--- src/rtl/pwm_cfg_pkg.sv ---
// Shared register map, state encoding and step arithmetic for the PWM duty ramp sequencer.
package pwm_cfg_pkg;

    localparam int unsigned ADDR_W = 7;
    localparam int unsigned DATA_W = 8;

    localparam logic [ADDR_W-1:0] ADDR_DUTY   = 7'h04;
    localparam logic [ADDR_W-1:0] ADDR_TARGET = 7'h05;
    localparam logic [ADDR_W-1:0] ADDR_STEP   = 7'h06;
    localparam logic [ADDR_W-1:0] ADDR_DIV    = 7'h07;
    localparam logic [ADDR_W-1:0] ADDR_CTRL   = 7'h08;

    localparam int unsigned CTRL_START_BIT  = 0;
    localparam int unsigned CTRL_BOUNCE_BIT = 1;

    localparam logic [DATA_W-1:0] STEP_RST = 8'd1;
    localparam logic [DATA_W-1:0] DIV_RST  = 8'd0;

    typedef enum logic [1:0] {
        IDLE = 2'd0,
        FWD  = 2'd1,
        REV  = 2'd2
    } ramp_state_t;

    typedef struct packed {
        logic [ADDR_W-1:0] addr;
        logic [DATA_W-1:0] data;
    } wr_txn_t;

    // One step from cur toward aim; lands exactly on aim when within stp, never wraps.
    function automatic logic [DATA_W-1:0] ramp_step(input logic [DATA_W-1:0] cur,
                                                    input logic [DATA_W-1:0] aim,
                                                    input logic [DATA_W-1:0] stp);
        logic [DATA_W:0] c9;
        logic [DATA_W:0] a9;
        logic [DATA_W:0] s9;
        logic [DATA_W:0] d9;
        c9 = (DATA_W+1)'(cur);
        a9 = (DATA_W+1)'(aim);
        s9 = (DATA_W+1)'(stp);
        d9 = (a9 >= c9) ? (a9 - c9) : (c9 - a9);
        if (d9 <= s9) begin
            return aim;
        end else if (a9 > c9) begin
            return DATA_W'(c9 + s9);
        end else begin
            return DATA_W'(c9 - s9);
        end
    endfunction

endpackage

--- src/rtl/tick_prescaler.sv ---
// Base-tick generator: one-cycle tick every TICK_DIV enabled clocks, restartable via clr.
module tick_prescaler #(
    parameter int unsigned TICK_DIV = 1000,
    parameter int unsigned TICK_W   = 16
) (
    input  logic clk,
    input  logic rst_n,
    input  logic clr,
    input  logic en,
    output logic tick
);

    localparam logic [TICK_W-1:0] CNT_LAST = TICK_W'(TICK_DIV - 1);

    logic [TICK_W-1:0] cnt_q;

    always_ff @(posedge clk or negedge rst_n) begin
        if (!rst_n) begin
            cnt_q <= '0;
        end else if (clr) begin
            cnt_q <= '0;
        end else if (en) begin
            cnt_q <= (cnt_q == CNT_LAST) ? '0 : cnt_q + TICK_W'(1);
        end
    end

    // Decoded from the count so the step lands on the clock right after the last prescaled cycle.
    assign tick = en && !clr && (cnt_q == CNT_LAST);

endmodule

--- src/rtl/pwm_ramp_ctrl.sv ---
// Duty-cycle sequencer: direct writes, linear ramps toward TARGET, and optional bounce sweeping.
module pwm_ramp_ctrl
    import pwm_cfg_pkg::*;
#(
    parameter int unsigned TICK_DIV = 1000,
    parameter int unsigned TICK_W   = 16
) (
    input  logic              clk,
    input  logic              rst_n,
    input  logic              wr_valid,
    input  logic [ADDR_W-1:0] wr_addr,
    input  logic [DATA_W-1:0] wr_data,
    output logic [DATA_W-1:0] duty_out,
    output logic              busy,
    output logic              done,
    output logic              aborted
);

    ramp_state_t       state_q,  state_d;
    logic [DATA_W-1:0] duty_q,   duty_d;
    logic [DATA_W-1:0] target_q, target_d;
    logic [DATA_W-1:0] step_q,   step_d;
    logic [DATA_W-1:0] div_q,    div_d;
    logic [DATA_W-1:0] origin_q, origin_d;
    logic [DATA_W-1:0] ival_q,   ival_d;
    logic              bounce_q, bounce_d;
    logic              busy_q,   busy_d;
    logic              done_q,   done_d;
    logic              abort_q,  abort_d;

    wr_txn_t           wr_c;
    logic              wr_duty_c, wr_target_c, wr_step_c, wr_div_c, wr_ctrl_c;
    logic              start_c, running_c, tick_c, step_fire_c;
    logic [DATA_W-1:0] step_eff_c, aim_c, next_val_c;

    assign wr_c        = '{addr: wr_addr, data: wr_data};
    assign wr_duty_c   = wr_valid && (wr_c.addr == ADDR_DUTY);
    assign wr_target_c = wr_valid && (wr_c.addr == ADDR_TARGET);
    assign wr_step_c   = wr_valid && (wr_c.addr == ADDR_STEP);
    assign wr_div_c    = wr_valid && (wr_c.addr == ADDR_DIV);
    assign wr_ctrl_c   = wr_valid && (wr_c.addr == ADDR_CTRL);
    assign start_c     = wr_ctrl_c && wr_c.data[CTRL_START_BIT];
    assign running_c   = (state_q != IDLE);

    tick_prescaler #(
        .TICK_DIV (TICK_DIV),
        .TICK_W   (TICK_W)
    ) u_prescaler (
        .clk   (clk),
        .rst_n (rst_n),
        .clr   (start_c),
        .en    (running_c),
        .tick  (tick_c)
    );

    // Step arithmetic: direction re-evaluated every step, so TARGET edits mid-ramp are honoured.
    assign step_eff_c  = (step_q == '0) ? DATA_W'(1) : step_q;
    assign aim_c       = (state_q == REV) ? origin_q : target_q;
    assign next_val_c  = ramp_step(duty_q, aim_c, step_eff_c);
    assign step_fire_c = running_c && tick_c && (ival_q >= div_q);

    always_ff @(posedge clk or negedge rst_n) begin
        if (!rst_n) begin
            state_q  <= IDLE;
            duty_q   <= '0;
            target_q <= '0;
            step_q   <= STEP_RST;
            div_q    <= DIV_RST;
            origin_q <= '0;
            ival_q   <= '0;
            bounce_q <= 1'b0;
            busy_q   <= 1'b0;
            done_q   <= 1'b0;
            abort_q  <= 1'b0;
        end else begin
            state_q  <= state_d;
            duty_q   <= duty_d;
            target_q <= target_d;
            step_q   <= step_d;
            div_q    <= div_d;
            origin_q <= origin_d;
            ival_q   <= ival_d;
            bounce_q <= bounce_d;
            busy_q   <= busy_d;
            done_q   <= done_d;
            abort_q  <= abort_d;
        end
    end

    always_comb begin
        state_d  = state_q;
        duty_d   = duty_q;
        target_d = target_q;
        step_d   = step_q;
        div_d    = div_q;
        origin_d = origin_q;
        ival_d   = ival_q;
        bounce_d = bounce_q;
        done_d   = 1'b0;
        abort_d  = 1'b0;

        // Interval counter: DIV+1 base ticks per step, free-running across FWD/REV turnarounds.
        if (running_c && tick_c) begin
            ival_d = (ival_q >= div_q) ? '0 : ival_q + DATA_W'(1);
        end

        if (step_fire_c) begin
            duty_d = next_val_c;
            if (next_val_c == aim_c) begin
                if (state_q == REV) begin
                    state_d = FWD;
                end else if (bounce_q) begin
                    state_d = REV;
                end else begin
                    state_d = IDLE;
                    done_d  = 1'b1;
                end
            end
        end

        if (wr_target_c) target_d = wr_c.data;
        if (wr_step_c)   step_d   = wr_c.data;
        if (wr_div_c)    div_d    = wr_c.data;

        // A direct write overrides any concurrent step and cancels a running ramp.
        if (wr_duty_c) begin
            duty_d = wr_c.data;
            if (running_c) begin
                state_d = IDLE;
                abort_d = 1'b1;
                done_d  = 1'b0;
            end
        end

        if (wr_ctrl_c) begin
            bounce_d = wr_c.data[CTRL_BOUNCE_BIT];
            duty_d   = duty_q;
            done_d   = 1'b0;
            if (start_c) begin
                origin_d = duty_q;
                ival_d   = '0;
                if (!running_c && (target_q == duty_q)) begin
                    state_d = IDLE;
                    done_d  = 1'b1;
                end else begin
                    state_d = FWD;
                end
            end else if (running_c) begin
                state_d = IDLE;
                abort_d = 1'b1;
            end
        end

        busy_d = (state_d != IDLE);
    end

    assign duty_out = duty_q;
    assign busy     = busy_q;
    assign done     = done_q;
    assign aborted  = abort_q;

endmodule

--- config.mk ---
export PLATFORM = sky130hd
export DESIGN_NAME = pwm_ramp_ctrl
export DESIGN_NICKNAME = d
export VERILOG_FILES = /design/src/rtl/pwm_cfg_pkg.sv /design/src/rtl/tick_prescaler.sv /design/src/rtl/pwm_ramp_ctrl.sv
export SDC_FILE = /design/constraint.sdc
export NUM_CORES = 1
export LEC_CHECK = 0
export CAP_MARGIN = 20
export CELL_PAD_IN_SITES_DETAIL_PLACEMENT = 2
export CELL_PAD_IN_SITES_GLOBAL_PLACEMENT = 2
export CORE_ASPECT_RATIO = 2
export CORE_UTILIZATION = 40
export CTS_BUF_LIST = sky130_fd_sc_hd__clkbuf_8
export DETAILED_ROUTE_END_ITERATION = 8
export PLACE_DENSITY_LB_ADDON = 0.12
export SKIP_CTS_REPAIR_TIMING = 1
export SYNTH_ARGS = -nofsm -noshare
export SYNTH_HDL_FRONTEND = slang
export SYNTH_SLANG_ARGS = --single-unit
export TNS_END_PERCENT = 10
--- constraint.sdc ---
create_clock -name clk -period 6.83 [get_ports clk]
set_input_delay 2.049 -clock clk [delete_from_list [all_inputs] [get_ports clk]]
set_output_delay 2.049 -clock clk [all_outputs]
set_load 0.05 [all_outputs]
==> metrics.md, run 1 <==
| Metric | Value |
|---|---|
| Pre-antenna DRT Iters | `4` |
| Final Hold Vio Count | `0` |
| Fin Setup TNS | `0 ns` |
| Clock power share | `15.1%` |
| Drt total wl | `17.21 mm` |
| YS warnings | `0` |
| Number of max-cap violations | `0` |
| DR WL/cell | `23.70 microns` |
| Clk sinks | `70` |
| Sw Share | `46.80%` |
| Final Instance Count excl. Fillers | `726` |
| Slew Limit Fails | `0` |
| Tcrit/Tclk final | `86.39%` |
| Met1 usage | `23.75%` |
| Yosys reg bits | `70` |
| Sequential area share after synthesis | `33.58%` |
| Clock transition at path regs | `0.09 ns` |
| Largest net degree at the start of global routing | `71` |
| Final Cell Area | `0.005804 sq mm` |
| Worst Max-Slew Pin Slew | `0.9335 ns` |
| Comb pwr share | `61.5%` |
| Global routing usage on met2 | `56.45%` |
| Slew HR | `37.76%` |
| Most Crowded Layer GR | `met2` |
| # setup viols final | `0` |
| Critical Path Start Type | `register` |
| Total gr overflow | `0` |
| Cell Area, Placed | `0.005622 sq mm` |
| Area grow syn2layout | `11.19%` |
| Initial antenna violation count | `0` |
| Die H | `163.6 microns` |
| P per Cell Area | `371.3 mW/mm^2` |
| Worst EP required | `7.12 ns` |
| Async set-reset flop share out of synthesis | `100.0%` |
| Most frequent cells in the layout | `69 x dfrtp_1, 45 x inv_1, 42 x ha_1` |
| CTS tree | `yes` |
| Bufs on Longest Clock Path | `2` |
| Gpl congestion | `0.8730` |
| Total GRT Usage | `27.81%` |
| Mapped Area | `0.005220 sq mm` |
| Clk root buf | `clkbuf_8` |
| Post-route minimum period | `5.900 ns` |
| Initial drt markers | `108` |
| Slowest-stage cell, CP | `nor3b_4` |
| Unrepaired setup endpoints after global routing | `no` |
| Sequential Area | `0.001753 sq mm` |
| Switch Pwr | `1.009 mW` |
| LEAKAGE | `2.631 nW` |
| Synth Flop Type | `dfrtp_1` |
| Grt met3 use | `4.693%` |
| First-pass GRT wire length | `26.50 mm` |
| CTS Buf Count | `9` |
| DP Cell Count | `710` |
| CP max stage delay | `0.61 ns` |
| Nets@finish | `634` |
| Max VDD drop | `175.2 uV` |
| WS Path Type | `reg2reg` |
| Core area | `0.01263 sq mm` |
| Vias in the first global route | `4,824` |
| Die W | `82.78 microns` |
| CP delay by family, top | `simple AND/OR/NAND/NOR gates` |
| Fin Clk Skew | `0.01041 ns` |
| Row Count | `58` |
| CP max FO | `15` |
| Reg power frac | `23.4%` |
| FF-to-FF setup slack | `0.93 ns` |
| DP HPWL | `13.87 mm` |
| Vias post-DR | `4,258` |
| Number of flops mapped to enable cells by yosys | `0` |
| CTS H-tree depth | `3` |
| Setup crit end kind | `register` |
| Clock latency on the worst-skew pair | `0.37 ns` |
| Max Freq | `0.1695 GHz` |
| CP bufs+invs | `2` |
| Initial core utilization | `41.34%` |
| Unique masters post-synth | `71` |
| DR DRC count | `0` |
| Die area | `0.01354 sq mm` |
| Avg Inst Size Synth | `9.649 sq um` |
| Most common cell after layout, fill and taps aside | `dfrtp_1` |
| Power Total | `2.155 mW` |
| Int Pwr | `1.146 mW` |
| CP Data Arrival Time | `6.19 ns` |
| Port bufs | `28` |
| Vias per inst | `5.865` |
| Syn Nets | `604` |
| Outcome | `completed` |
| FILL cells | `1,420` |
| Hold Path Class | `reg2reg` |
| Antenna viol nets, final | `0` |
| Footprint of the multi-input gates | `0.003212 sq mm` |
| Mapped Cells | `541` |
| ANT cells | `0` |
| Total I/O pin count | `29` |
| Layout cells sized above 1 | `12.67%` |
| CP Cell Sequence | `nor2b_4 > mux2i_1 > inv_1 > ha_1 > nor2_1 > a211oi_4 > nor3b_4 > nor2_1 > a31o_2 > o21ai_0 > a221oi_1 > xnor2_1 > ha_1 > nand4_1 > or2_2 > and2_1 > nor4_2 > buf_4 > a31oi_1 > or4b_1 > a21boi_1` |
## area by class of cell
cell class	count	area share, %
multi-input cells	414	55.34
flip-flops and latches	70	30.20
repair buffers	31	5.174
well taps	150	3.233
inverters	45	2.910
clock buffers	10	2.371
clock inverters	6	0.7760
## power groups by stage
stage / Sequential, mW / Combinational [mW] / Clock [mW]
after global routing: 0.509 / 1.43 / 0.349
final: 0.504 / 1.33 / 0.325
after detailed placement: 0.513 / 1.31 / 0
after floorplan: 0.530 / 0.912 / 0
after CTS: 0.505 / 1.33 / 0.333
after global placement: 0.510 / 1.25 / 0
## worst register-to-register path: stages (launching register included)
cell and delay (ns):
dfrtp_1 0.45, nor2b_4 0.36, mux2i_1 0.57, inv_1 0.17, ha_1 0.25, nor2_1 0.29
a211oi_4 0.13, nor3b_4 0.61, nor2_1 0.12, a31o_2 0.25, o21ai_0 0.18, a221oi_1 0.13
xnor2_1 0.17, ha_1 0.30, nand4_1 0.11, or2_2 0.31, and2_1 0.17, nor4_2 0.24
buf_4 0.26, a31oi_1 0.09, or4b_1 0.49, a21boi_1 0.16
## registers in the layout, indices dropped and copies added, names as in the netlist
name,flops
origin_q,8
state_q,2
done,1
bounce_q,1
step_q,8
ival_q,8
busy,1
u_prescaler.cnt_q,16
aborted,1
target_q,8
duty_out,8
div_q,8
## through the flow
stage / setup slack, ns / utilization [%] / hold slack [ns]
2_1_floorplan: 1.991 / - / 0.4444
5_1_grt: 0.4283 / 45.97 / 0.5235
3_3_place_gp: 1.227 / 44.52 / 0.4638
6_report: 0.9296 / 45.97 / 0.5100
3_5_place_dp: 0.9568 / 44.52 / 0.4779
4_1_cts: 0.9190 / 45.97 / 0.5045
## synth_stat cells (6+ instances only)
| library cell | count | area, sq um |
|---|---|---|
| nand4_1 | 7 | 43.79 |
| nand3_1 | 17 | 85.08 |
| a21o_1 | 6 | 45.04 |
| ha_1 | 42 | 525.5 |
| nor2b_1 | 14 | 87.58 |
| mux2i_1 | 22 | 220.2 |
| nor2_1 | 27 | 101.4 |
| dfrtp_1 | 69 | 1727 |
| nand2b_1 | 12 | 75.07 |
| nand2_1 | 32 | 120.1 |
| o21ai_1 | 15 | 75.07 |
| a21oi_1 | 22 | 110.1 |
| a31oi_1 | 6 | 37.54 |
| and3_1 | 9 | 56.30 |
| inv_1 | 45 | 168.9 |
| mux2_2 | 34 | 382.9 |
| nor3_1 | 9 | 45.04 |
| o21ai_0 | 30 | 150.1 |
| xnor2_1 | 18 | 157.7 |
| xor2_1 | 22 | 192.7 |
## logic make-up (layout without fill, tap and decap cells)
family | count (synthesis) | count (layout) | share of synthesized area [%]
AND/OR/NAND/NOR | 155 | 155 | 16.68
AO/OA/AOI/OAI | 115 | 115 | 14.19
flip-flops | 70 | 70 | 33.58
multiplexers | 57 | 57 | 11.84
buffers and inverters | 57 | 92 | 4.890
adder cells (fa/ha/maj) | 45 | 45 | 11.22
XOR/XNOR | 42 | 42 | 7.598
## path summary, 6_finish.rpt
path                       depth (start not counted)                          endpoint               startpoint
min reg2reg                                        2           origin_q[6]$_DFFE_PN0P_  origin_q[6]$_DFFE_PN0P_
max                                               21              state_q[1]$_DFF_PN0_     state_q[0]$_DFF_PN0_
min                                                2           origin_q[6]$_DFFE_PN0P_  origin_q[6]$_DFFE_PN0P_
max in group asynchronous                          1             step_q[5]$_DFFE_PN0P_                    rst_n
min in group asynchronous                          1  u_prescaler.cnt_q[6]$_DFFE_PN0P_                    rst_n
max reg2reg                                       21              state_q[1]$_DFF_PN0_     state_q[0]$_DFF_PN0_
## per-layer routing
metal | wire length [microns] | share of wire, % | vias up
li1 | - | - | 1976
met1 | 5579 | 32 | 2172
met2 | 10440 | 61 | 70
met3 | 344 | 2.0 | 40
met4 | 841 | 4.9 | 0
met5 | 0 | 0 | -
Power figures use the tool's default switching activity.
==> inputs of run 2 (changes only) <==
--- a/config.mk
+++ b/config.mk
@@ -5,11 +5,12 @@
 export SDC_FILE = /design/constraint.sdc
 export NUM_CORES = 1
 export LEC_CHECK = 0
-export CAP_MARGIN = 20
+export ABC_AREA = 1
+export CAP_MARGIN = 40
 export CELL_PAD_IN_SITES_DETAIL_PLACEMENT = 2
 export CELL_PAD_IN_SITES_GLOBAL_PLACEMENT = 2
 export CORE_ASPECT_RATIO = 2
-export CORE_UTILIZATION = 40
+export CORE_UTILIZATION = 37
 export CTS_BUF_LIST = sky130_fd_sc_hd__clkbuf_8
 export DETAILED_ROUTE_END_ITERATION = 8
 export PLACE_DENSITY_LB_ADDON = 0.12
==> run 2 against run 1 <==
  * Sequential cell count stayed put
  * Count of clock-buffer cells in the layout is 1 lower
  * Maximum frequency is 3.4% higher
  * Critical path type unchanged
  * Sequential share of layout area is 0.91 points lower
  * Die area is 10% higher
==> metrics.md, run 2 <==
| Metric | Value |
|---|---|
| Setup crit end kind | `register` |
| Largest net degree at the start of global routing | `62 (-13%)` |
| ANT cells | `0 (unchanged)` |
| Number of flops mapped to enable cells by yosys | `0 (unchanged)` |
| Fin Setup TNS | `0 ns (unchanged)` |
| Avg Inst Size Synth | `7.342 sq um (-24%)` |
| Share of the synthesized area in the top cell type | `32.39% (-0.68 points)` |
| Total GRT Usage | `29.47% (+1.7 points)` |
| P per Cell Area | `397.2 mW/mm^2 (+7.0%)` |
| Clk sinks | `70 (unchanged)` |
| Vias in the first global route | `5,985 (+24%)` |
| Initial antenna violation count | `0 (unchanged)` |
| Top-count cell post-synth | `nand2_1` |
| DR DRC count | `0 (unchanged)` |
| Max VDD drop | `179.8 uV (+2.6%)` |
| # setup viols final | `0 (unchanged)` |
| CP max FO | `28 (+13)` |
| YS warnings | `0 (unchanged)` |
| Area grow syn2layout | `12.28%` |
| Max Freq | `0.1753 GHz (+3.4%)` |
| Vias post-DR | `5,165 (+21%)` |
| Post-synth top area cell | `dfrtp_1` |
| Number of max-cap violations | `0 (unchanged)` |
| Nets@finish | `816 (+29%)` |
| Tcrit/Tclk final | `83.53% (-2.9 points)` |
| FF-to-FF setup slack | `1.12 ns (+0.20 ns)` |
| Antenna viol nets, final | `0 (unchanged)` |
| Async set-reset flop share out of synthesis | `100.0% (unchanged)` |
| DR WL/cell | `21.75 microns (-8.2%)` |
| Layout cells sized above 1 | `6.860% (-5.8 points)` |
| Hold_ws | `0.4965 ns (-0.01351 ns)` |
| Critical Path Start Type | `register` |
| Drt total wl | `20.60 mm (+20%)` |
| Final Instance Count excl. Fillers | `947 (+30%)` |
| Area contributors post-synth | `dfrtp_1 32%, nand2_1 11%, ha_1 9.9%` |
| Slew Limit Fails | `0 (unchanged)` |
| Gpl congestion | `0.9130 (+4.6%)` |
| LEAKAGE | `2.924 nW (+11%)` |
| Initial drt markers | `132 (+22%)` |
| DP HPWL | `16.93 mm (+22%)` |
| CTS tree | `yes` |
| Total gr overflow | `0 (unchanged)` |
| Most frequent cells in the layout | `153 x nand2_1, 129 x inv_1, 71 x o21ai_0` |
| Mapped Area | `0.005330 sq mm (+2.1%)` |
| Vias per inst | `5.454 (-7.0%)` |
| Total I/O pin count | `29 (unchanged)` |
| Die area | `0.01492 sq mm (+10%)` |
| First-pass GRT wire length | `32.04 mm (+21%)` |
| Clock transition at path regs | `0.08 ns (about the same)` |
| Sequential area share after synthesis | `32.89% (-0.69 points)` |
| Most common cell after layout, fill and taps aside | `nand2_1` |
| Slowest-stage cell, CP | `o21ai_0` |
| Initial core utilization | `38.16% (-3.2 points)` |
| WS Path Type | `reg2reg` |
| Commonest cells in the netlist | `153 x nand2_1, 129 x inv_1, 71 x o21ai_0` |
| Outcome | `completed` |
| Synth Flop Type | `dfrtp_1` |
| Final Hold Vio Count | `0 (unchanged)` |
| Bufs on Longest Clock Path | `2 (unchanged)` |
| CTS H-tree depth | `3 (unchanged)` |
| Worst Max-Slew Pin Slew | `0.8908 ns (-0.04270 ns)` |
| DP Cell Count | `931 (+31%)` |
| Unrepaired setup endpoints after global routing | `no` |
| CP max stage delay | `0.79 ns (+0.18 ns)` |
| CTS Buf Count | `9 (unchanged)` |
| Core area | `0.01397 sq mm (+11%)` |
| Fin Clk Skew | `0.01215 ns (+0.001740 ns)` |
| Port bufs | `28 (unchanged)` |
| Die W | `86.87 microns (+4.9%)` |
| Critical path's most frequent cell | `nand2_1` |
| Worst EP required | `7.07 ns (-0.05 ns)` |
| Clk root buf | `clkbuf_8` |
| Largest register FFs | `16 (unchanged)` |
| Pre-antenna DRT Iters | `5 (+1)` |
| Syn Nets | `789 (+31%)` |
| CP Data Arrival Time | `5.94 ns (-0.25 ns)` |
| Clock latency on the worst-skew pair | `0.36 ns (about the same)` |
| Mapped Cells | `726 (+34%)` |
| Die H | `171.7 microns (+5.0%)` |
| Slew HR | `40.39% (+2.6 points)` |
| Reg with most FFs | `u_prescaler.cnt_q` |
| Unique masters post-synth | `52 (-27%)` |
| Row Count | `61 (+5.2%)` |
| Post-route minimum period | `5.705 ns (-0.1953 ns)` |
| Yosys reg bits | `70 (unchanged)` |
| Hold Path Class | `reg2reg` |
run 2: changes by cell type in the layout (fill, tap and decap cells not counted), sizes merged, moves of 21 or more:
cell,previous run,this run
inv,46,134
nand2,34,161
mux2,35,0
nand3,18,42
o21ai,46,72
mux2i,22,1
run 2: per-stage QoR:
step | utilization (%) | total power [mW] | setup WS, ns | area (sq um)
5_1_grt | 42.85 | 2.545 | 0.6431 | 5984
4_1_cts | 42.85 | 2.391 | 1.092 | 5984
3_3_place_gp | 41.40 | 2.004 | 1.461 | 5783
6_report | 42.85 | 2.377 | 1.125 | 5984
3_5_place_dp | 41.60 | 2.068 | 1.170 | 5811
2_1_floorplan | - | 1.559 | 2.402 | 5330
run 2: path summary, 6_finish.rpt:
kind                                              start                               end  depth (start not counted)
min in group asynchronous                         rst_n  u_prescaler.cnt_q[9]$_DFFE_PN0P_                          1
max in group asynchronous                         rst_n             step_q[0]$_DFFE_PN1P_                          2
worst min register to register  origin_q[4]$_DFFE_PN0P_           origin_q[4]$_DFFE_PN0P_                          2
worst max register to register     state_q[0]$_DFF_PN0_                    busy$_DFF_PN0_                         34
worst max-delay path               state_q[0]$_DFF_PN0_                    busy$_DFF_PN0_                         34
worst min-delay path            origin_q[4]$_DFFE_PN0P_           origin_q[4]$_DFFE_PN0P_                          2
run 2: layer usage:
| metal | vias up | routed length (microns) | GRT usage [%] |
|---|---|---|---|
| li1 | 2435 | - | - |
| met1 | 2582 | 6619 | 24.97 |
| met2 | 89 | 12160 | 60.29 |
| met3 | 59 | 357 | 3.167 |
| met4 | 0 | 1461 | 20.58 |
| met5 | - | 0 | 0 |
run 2: where the power goes:
part	switching, mW	internal [mW]
sequential	0.0657	0.465
combinational	1.05	0.486
clock	0.180	0.132
run 2: kinds of logic after synthesis:
group                    count (synthesis)  share of synthesized area (%)
AND/OR/NAND/NOR                        289                          25.16
AO/OA/AOI/OAI                          147                          15.66
buffers and inverters                  146                          10.52
flip-flops                              70                          32.89
adder cells (fa/ha/maj)                 45                          10.99
XOR/XNOR                                28                          4.601
multiplexers                             1                         0.1878
run 2: critical path: cells and delay by family, from the launching register on:
family	cells	cell delay [ns]
fa+ha+maj	2	0.67
compound gates	3	1.18
xor+xnor	1	0.18
flops	1	0.39
simple gates	25	2.80
buf+inv	3	0.36
run 2: final cells by class:
cell class / instances / area, sq um
fillers: 1704 / 7983
multi-input cells: 510 / 3017
flip-flops and latches: 70 / 1753
inverters: 133 / 499.2
repair buffers: 29 / 305.3
well taps: 189 / 236.5
clock buffers: 9 / 123.9
clock inverters: 7 / 50.05
==> inputs of run 3 (changes only) <==
==> constraint.sdc (replaced) <==
create_clock -name clk -period 5.7 [get_ports clk]
set_input_delay 1.71 -clock clk [delete_from_list [all_inputs] [get_ports clk]]
set_output_delay 1.71 -clock clk [all_outputs]
set_load 0.05 [all_outputs]
==> run 3 against run 2 <==
  * Sequential share of layout area down 0.57 points
  * Wire length down 0.47%
  * Via count up 0.43%
  * Worst setup slack worse by 0.61 ns
  * Global-route usage up 0.45 points
  * Die area unchanged
  * Hold slack worse by 0.0038 ns
  * First-iteration DRC count up 4.5%
  * Critical path type unchanged
==> metrics.md, run 3 (same netlist as run 2, synthesis figures left out) <==
| Metric | Value |
|---|---|
| Pre-antenna DRT Iters | `4 (-1)` |
| Critical Path Start Type | `register` |
| Clock latency on the worst-skew pair | `0.37 ns (about the same)` |
| Most frequent cells in the layout | `152 x nand2_1, 129 x inv_1, 69 x o21ai_0, 69 x dfrtp_1, 42 x ha_1` |
| P per Cell Area | `484.5 mW/mm^2 (+22%)` |
| Footprint of the multi-input gates | `0.003019 sq mm (about the same)` |
| First-pass GRT wire length | `31.94 mm (-0.32%)` |
| Antenna viol nets, final | `0 (unchanged)` |
| Area grow syn2layout | `14.51%` |
| FF-to-FF setup slack | `0.51 ns (-0.61 ns)` |
| Final Hold Vio Count | `0 (unchanged)` |
| Largest register FFs | `16 (unchanged)` |
| Gpl congestion | `0.9079 (-0.56%)` |
| Reg with most FFs | `u_prescaler.cnt_q` |
| CP max FO | `28 (unchanged)` |
| Slowest-stage cell, CP | `ha_1` |
| DR WL/cell | `21.45 microns (-1.4%)` |
| Die H | `171.7 microns (unchanged)` |
| Drt total wl | `20.50 mm (-0.47%)` |
| Total gr overflow | `0 (unchanged)` |
| Row Count | `61 (unchanged)` |
| Hold_ws | `0.4926 ns (-0.003815 ns)` |
| Number of max-cap violations | `0 (unchanged)` |
| DR DRC count | `0 (unchanged)` |
| Reg2Reg Depth | `35 (+2.9%)` |
| Vias per inst | `5.426 (-0.52%)` |
| Die W | `86.87 microns (unchanged)` |
| Port bufs | `28 (unchanged)` |
| Most common cell after layout, fill and taps aside | `nand2_1` |
| # setup viols final | `0 (unchanged)` |
| Initial core utilization | `38.16% (unchanged)` |
| Cell Area, Placed | `0.005878 sq mm (+1.2%)` |
| DP HPWL | `17.18 mm (+1.5%)` |
| Max Freq | `0.1928 GHz (+10%)` |
| Clk sinks | `70 (unchanged)` |
| Unrepaired setup endpoints after global routing | `no` |
| DP Cell Count | `940 (+0.97%)` |
| Core area | `0.01397 sq mm (unchanged)` |
| Critical path's most frequent cell | `nand2_1` |
| Vias in the first global route | `5,946 (-0.65%)` |
| Worst Max-Slew Pin Slew | `0.8895 ns (-0.001354 ns)` |
| CTS Buf Count | `9 (unchanged)` |
| Clk root buf | `clkbuf_8` |
| Worst EP required | `5.95 ns (-1.12 ns)` |
| Slew HR | `40.48% (+0.091 points)` |
| Fin Clk Skew | `0.008075 ns (-0.004072 ns)` |
| CTS H-tree depth | `3 (unchanged)` |
| Final Instance Count excl. Fillers | `956 (+0.95%)` |
| Fin Setup TNS | `0 ns (unchanged)` |
| Sequential Area | `0.001753 sq mm (unchanged)` |
| Max VDD drop | `246.5 uV (+37%)` |
| Total GRT Usage | `29.91% (+0.45 points)` |
| Nets@finish | `825 (+1.1%)` |
| Tcrit/Tclk final | `91.01% (+7.5 points)` |
| FILL cells | `1,682 (-1.3%)` |
| ANT cells | `0 (unchanged)` |
| CTS tree | `yes` |
| Setup crit end kind | `register` |
| Initial antenna violation count | `0 (unchanged)` |
| Initial drt markers | `138 (+4.5%)` |
| Post-route minimum period | `5.188 ns (-0.5174 ns)` |
| Slew Limit Fails | `0 (unchanged)` |
| Clock transition at path regs | `0.08 ns (about the same)` |
| WS Path Type | `reg2reg` |
| Total I/O pin count | `29 (unchanged)` |
| CP Data Arrival Time | `5.44 ns (-0.50 ns)` |
| Vias post-DR | `5,187 (+0.43%)` |
| LEAKAGE | `2.994 nW (+2.4%)` |
| Die area | `0.01492 sq mm (unchanged)` |
| CP max stage delay | `0.45 ns (-0.34 ns)` |
| Hold Path Class | `reg2reg` |
| Outcome | `completed` |
| Layout cells sized above 1 | `8.083% (+1.2 points)` |
| Hold path cells | `2 (unchanged)` |
| Final Cell Area | `0.006103 sq mm (+2.0%)` |
| Bufs on Longest Clock Path | `2 (unchanged)` |
| Largest net degree at the start of global routing | `60 (-3.2%)` |
run 3: cell count changes in the layout (fill, tap and decap cells not counted), sizes merged:
| cell | previous run | this run |
|---|---|---|
| buf | 2 | 11 |
| bufinv | 0 | 2 |
| clkbuf | 9 | 10 |
| clkinv | 3 | 2 |
| clkinvlp | 3 | 2 |
| inv | 134 | 133 |
run 3: cell type report:
cell class | count | area share, %
Sequential cell | 70 | 28.72
Clock buffer | 10 | 2.255
Multi-Input combinational cell | 510 | 49.47
Clock inverter | 6 | 1.394
Inverter | 133 | 8.180
Tap cell | 189 | 3.875
Timing Repair Buffer | 38 | 6.109
run 3: report_power, final:
group | switching, mW | leakage (nW) | internal [mW]
Combinational | 1.27 | 1.99 | 0.595
Clock | 0.205 | 0.108 | 0.257
Sequential | 0.0717 | 0.897 | 0.557
run 3: worst max-delay path, delay by kind of cell (launching register included):
family	cells	cell delay (ns)
and+or+nand+nor	25	2.79
adders and majority gates	2	0.72
AOI/OAI and AO/OA	4	0.58
buffers and inverters	3	0.41
DFF	1	0.39
xor gates and xnor gates	1	0.20
run 3: per-layer routing:
metal | track usage, % | routed length (microns)
met5 | 0 | 0
met4 | 24.78 | 1865
met3 | 3.311 | 289
met2 | 59.57 | 11950
met1 | 25.11 | 6396
run 3: final timing paths:
| path | start | to |
|---|---|---|
| hold reg to reg | origin_q[1]$_DFFE_PN0P_ | origin_q[1]$_DFFE_PN0P_ |
| max in group asynchronous | rst_n | step_q[0]$_DFFE_PN1P_ |
| hold / removal | origin_q[1]$_DFFE_PN0P_ | origin_q[1]$_DFFE_PN0P_ |
| setup reg to reg | state_q[0]$_DFF_PN0_ | busy$_DFF_PN0_ |
| setup / recovery | state_q[0]$_DFF_PN0_ | busy$_DFF_PN0_ |
| min in group asynchronous | rst_n | u_prescaler.cnt_q[9]$_DFFE_PN0P_ |
run 3: through the flow:
step	worst slack [ns]	utilization (%)	total power, mW
3_3_place_gp	0.5884	41.89	2.407
3_5_place_dp	0.1943	42.09	2.508
4_1_cts	0.1746	43.68	2.989
6_report	0.5123	43.70	2.957
5_1_grt	0.04351	43.70	3.172
2_1_floorplan	1.272	-	1.868
